**src/rtl/gate_op_sequencer.sv**
```systemverilog
// gate_op_sequencer: eight-way bitwise logic unit for the DE0-CV gate exercises.
// Operands come from the slide switches, the operation is stepped with debounced
// push-buttons, and the result is registered onto the LEDs (optionally frozen).
module gate_op_sequencer #(
    parameter int WIDTH           = 5,
    parameter int DEBOUNCE_CYCLES = 500000
) (
    input  logic               clk,
    input  logic               reset_n,
    input  logic [3:0]         key,
    input  logic [2*WIDTH-1:0] sw,
    output logic [WIDTH-1:0]   result,
    output logic [2:0]         op,
    output logic               hold
);

    localparam int CW = $clog2(DEBOUNCE_CYCLES + 1);
    localparam logic [CW-1:0] CNT_MAX = CW'(DEBOUNCE_CYCLES - 1);

    // Operation codes
    localparam logic [2:0] OP_AND  = 3'd0;
    localparam logic [2:0] OP_OR   = 3'd1;
    localparam logic [2:0] OP_XOR  = 3'd2;
    localparam logic [2:0] OP_NAND = 3'd3;
    localparam logic [2:0] OP_NOR  = 3'd4;
    localparam logic [2:0] OP_XNOR = 3'd5;
    localparam logic [2:0] OP_NOTA = 3'd6;
    localparam logic [2:0] OP_ANDN = 3'd7;

    logic [3:0]         key_meta_reg;
    logic [3:0]         key_sync_reg;
    logic [2*WIDTH-1:0] sw_meta_reg;
    logic [2*WIDTH-1:0] sw_sync_reg;

    logic [3:0]         key_db_reg;   // debounced key level, 1 = released
    logic [3:0]         press;        // 1-cycle pulse on released->pressed

    logic [2:0]         op_reg;
    logic [2:0]         op_next;
    logic               hold_reg;
    logic [WIDTH-1:0]   result_reg;
    logic [WIDTH-1:0]   result_next;

    logic [WIDTH-1:0]   a_sync;
    logic [WIDTH-1:0]   b_sync;

    assign a_sync = sw_sync_reg[WIDTH-1:0];
    assign b_sync = sw_sync_reg[2*WIDTH-1:WIDTH];

    // Two-flop synchronisers for the asynchronous keys and switches; released (all ones) out of reset
    always_ff @(posedge clk) begin
        if (!reset_n) begin
            key_meta_reg <= '1;
            key_sync_reg <= '1;
            sw_meta_reg  <= '1;
            sw_sync_reg  <= '1;
        end else begin
            key_meta_reg <= key;
            key_sync_reg <= key_meta_reg;
            sw_meta_reg  <= sw;
            sw_sync_reg  <= sw_meta_reg;
        end
    end

    genvar gi;
    generate
        for (gi = 0; gi < 4; gi++) begin : g_debounce
            logic [CW-1:0] cnt_reg;
            logic          accept;

            // The synced level has differed for DEBOUNCE_CYCLES consecutive edges as of this edge
            assign accept    = (key_sync_reg[gi] != key_db_reg[gi]) && (cnt_reg == CNT_MAX);
            // The pulse is issued on the same edge the debounced state flips to pressed
            assign press[gi] = accept && key_db_reg[gi] && !key_sync_reg[gi];

            // Per-key debounce: count consecutive differing cycles, adopt the new level on the last one
            always_ff @(posedge clk) begin
                if (!reset_n) begin
                    cnt_reg         <= '0;
                    key_db_reg[gi]  <= 1'b1;
                end else if (key_sync_reg[gi] == key_db_reg[gi]) begin
                    cnt_reg <= '0;
                end else if (accept) begin
                    cnt_reg         <= '0;
                    key_db_reg[gi]  <= key_sync_reg[gi];
                end else begin
                    cnt_reg <= cnt_reg + CW'(1);
                end
            end
        end
    endgenerate

    // Next op: reset key wins, opposing step keys cancel, otherwise step with 3-bit wrap
    always_comb begin
        op_next = op_reg;
        if (press[3]) begin
            op_next = OP_AND;
        end else if (press[0] && !press[1]) begin
            op_next = op_reg + 3'd1;
        end else if (press[1] && !press[0]) begin
            op_next = op_reg - 3'd1;
        end
    end

    // Bitwise operation table on the synchronised operands
    always_comb begin
        result_next = '0;
        case (op_reg)
            OP_AND:  result_next = a_sync & b_sync;
            OP_OR:   result_next = a_sync | b_sync;
            OP_XOR:  result_next = a_sync ^ b_sync;
            OP_NAND: result_next = ~(a_sync & b_sync);
            OP_NOR:  result_next = ~(a_sync | b_sync);
            OP_XNOR: result_next = ~(a_sync ^ b_sync);
            OP_NOTA: result_next = ~a_sync;
            OP_ANDN: result_next = a_sync & ~b_sync;
            default: result_next = '0;
        endcase
    end

    // Control registers: op, hold toggle, and the result register frozen while hold is set
    always_ff @(posedge clk) begin
        if (!reset_n) begin
            op_reg     <= OP_AND;
            hold_reg   <= 1'b0;
            result_reg <= '0;
        end else begin
            op_reg <= op_next;
            if (press[2]) begin
                hold_reg <= ~hold_reg;
            end
            if (!hold_reg) begin
                result_reg <= result_next;
            end
        end
    end

    assign result = result_reg;
    assign op     = op_reg;
    assign hold   = hold_reg;

endmodule

```
**config.mk**
```make
export PLATFORM = sky130hd
export DESIGN_NAME = gate_op_sequencer
export DESIGN_NICKNAME = d
export VERILOG_FILES = /design/src/rtl/gate_op_sequencer.sv
export SDC_FILE = /design/constraint.sdc
export NUM_CORES = 1
export LEC_CHECK = 0
export ABC_AREA = 1
export CAP_MARGIN = 20
export CORE_MARGIN = 5
export CORE_UTILIZATION = 61
export CTS_BUF_LIST = sky130_fd_sc_hd__clkbuf_4 sky130_fd_sc_hd__clkbuf_8 sky130_fd_sc_hd__clkbuf_16
export DETAILED_ROUTE_END_ITERATION = 8
export PLACE_DENSITY_LB_ADDON = 0.08
export SYNTH_ARGS = -nofsm -noshare
export SYNTH_HDL_FRONTEND = slang
export SYNTH_SLANG_ARGS = --single-unit
```
**constraint.sdc**
```tcl
create_clock -name clk -period 2.33 [get_ports clk]
set_input_delay 0.5825 -clock clk [delete_from_list [all_inputs] [get_ports clk]]
set_output_delay 0.5825 -clock clk [all_outputs]
set_load 0.1 [all_outputs]
```
==> metrics.yaml <==
critical_path_arrival_ns: 2.54
power_density_nw_per_um2: 710
antenna_cells: 0
worst_slack_ns: 0.257
ys_types: 34
setup-tns-final_ns: 0
final_common_cell: "nand2_1"
hold_viol: 0
grt_antenna_before_repair: 0
dieArea_um2: 11700
min_path_type: "reg -> reg"
grtUsageTotal: 0.219
insertion_delay_ns: 0.53
mostFrequentLayoutCells: "nand2_1 (175), dfxtp_1 (117), nor2_1 (116)"
clk_pin_slew_ns: 0.06
status: "finished clean"
gp_congestion: 0.912
die_width_um: 108
worst_slew_pin_slew_ns: 0.428
vias: 5116
max_slew_margin: 0.713
htree_levels: 4
ys.flop_type: "dfxtp_1"
crit_fanout: 5
ys_ff_latch: 117
cts_tree: "yes"
synth_area_um2: 5870
syn-num-nets: 859
drive_gt1_frac: 0.122
max_freq_mhz: 482
crit_type: "reg -> reg"
numCtsBuffers: 17
dr.pass1.iters: 5
finalSetupViolations: 0
yosysWarnings: 0
grt_max_degree: 31
yosysSeqAreaShare: 0.399
wirelength_um: 12000
yosysTopAreaCell: "dfxtp_1"
synth.avg_cell_area_um2: 7.20
maxCapViolCount: 0
start_util: 0.630
endpoint_kind: "register"
drv_slew: 0
first_global_vias: 4916
via_per_inst: 5.13
largest_reg_flops: 76
port_buffers: 24
clock-skew-final_ns: 0.00830
syn_inst: 816
fill_cells: 752
yosysTopAreaCellShare: 0.399
fin_nets: 898
drc: 0
avgRoutedWirePerCell_um: 12.0
clkSinkCount: 117
rsz0062_at_grt: "no"
multiInputGateArea_um2: 3050
synthArstFlopShare: 0
drtIter0Drc: 243
yosys-top-cells-area: "dfxtp_1 (40%), nand2_1 (11%), nor2_1 (7.4%), inv_1 (7.3%), ha_1 (5.8%)"
dieHeight_um: 108
required_ns: 2.80
cts.path.max_buffers: 2
finalCritPeriodShare: 0.890
critPathLaunchType: "register"
core_area_um2: 9330
synth_edf_count: 0
grt-ovfl-total: 0
hold_slack_ns: 0.409
antenna_left: 0
cts-root-buf: "clkbuf_8"
place_hpwl_um: 8460
area_growth_pct: 16.6
grt_pass1_wl_um: 20700
fp-row-count: 35
p_leak_nw: 2.67
dp_worst_setup_slack_ns: 0.114
vdd_drop_max_uv: 543
regArea_um2: 2340
post-route-min-period_ns: 2.07
ios: 25
-- what timing repair did --
action / CTS / global route
hold buffers: 0 / 0
endpoints found under the setup margin: 0 / 1
endpoints found under the hold margin: 0 / 0
buffers inserted: 0 / 2
resized for setup: 0 / 4
-- final cells by class --
class	instances	area share
clock buffer	18	0.0625
sequential	117	0.342
timing repair buffer	28	0.0362
inverter	116	0.0640
clock inverter	14	0.0256
tap	129	0.0236
multi-input combinational	575	0.446
-- routing by layer --
| metal | track usage | routed length (um) |
|---|---|---|
| met1 | 0.262 | 5420 |
| met4 | 0.0893 | 258 |
| met5 | 0 | 0 |
| met3 | 0.0621 | 588 |
| met2 | 0.371 | 5710 |
-- path summary, 6_finish.rpt --
kind / from / end / slack [ns] / cells past startpoint
setup / recovery: g_debounce[1].cnt_reg[0] / op[2] / 0.26 / 12
hold reg to reg: key_meta_reg[3] / key_sync_reg[3] / 0.41 / 1
hold / removal: key_meta_reg[3] / key_sync_reg[3] / 0.41 / 1
setup reg to reg: g_debounce[1].cnt_reg[0] / op[2] / 0.26 / 12
-- synth_stat cells (2+ instances only) --
cell      count
a21oi_1      40
buf_6         3
clkbuf_1      4
dfxtp_1     117
ha_1         27
inv_1       114
nand2_1     175
nand2_2       3
nand3_1      45
nand3_2       6
nand3b_1      2
nand4_1      21
nor2_1      116
nor2_2        2
nor2_4        5
nor3_1       27
nor3_2        4
nor3_4        2
nor3b_1       2
o21ai_0      26
o221ai_1      3
o22ai_1       4
or2_0         4
or2_2        33
xnor2_1       2
xor2_1       21
-- worst max-delay path, stage by stage (launching register included) --
cell and delay (ns):
dfxtp_1 0.41, ha_4 0.18, nand3_2 0.14, nor3_2 0.17, nand2_2 0.11, inv_1 0.08
nand3b_1 0.08, ha_1 0.34, inv_1 0.11, nand2_1 0.05, o21ai_0 0.19, inv_1 0.07
nor2_1 0.09
-- kinds of logic (layout without fill, tap and decap cells) --
group	Yosys count	after routing	synth area share
simple gates	450	450	0.356
fa+ha+maj	27	27	0.0575
flops	117	117	0.399
xor+xnor	23	23	0.0343
compound gates	75	75	0.0695
buf+inv	124	176	0.0841
-- power by group --
| part | internal (mW) | switching, mW | leakage (nW) |
|---|---|---|---|
| logic | 0.0699 | 0.109 | 1.43 |
| registers | 2.03 | 0.0171 | 0.951 |
| clock network | 1.67 | 0.966 | 0.288 |
-- metrics by stage --
step / cells / util / power, mW / instance area (um2)
detailed placement: 963 / 0.666 / 2.27 / 6210
CTS: 995 / 0.731 / 4.89 / 6810
global placement: 963 / 0.666 / 2.27 / 6210
finish: 997 / 0.734 / 4.86 / 6850
floorplan: 816 / - / 2.21 / 5870
global route: 997 / 0.734 / 5.02 / 6850
(Power assumes the default switching activity.)
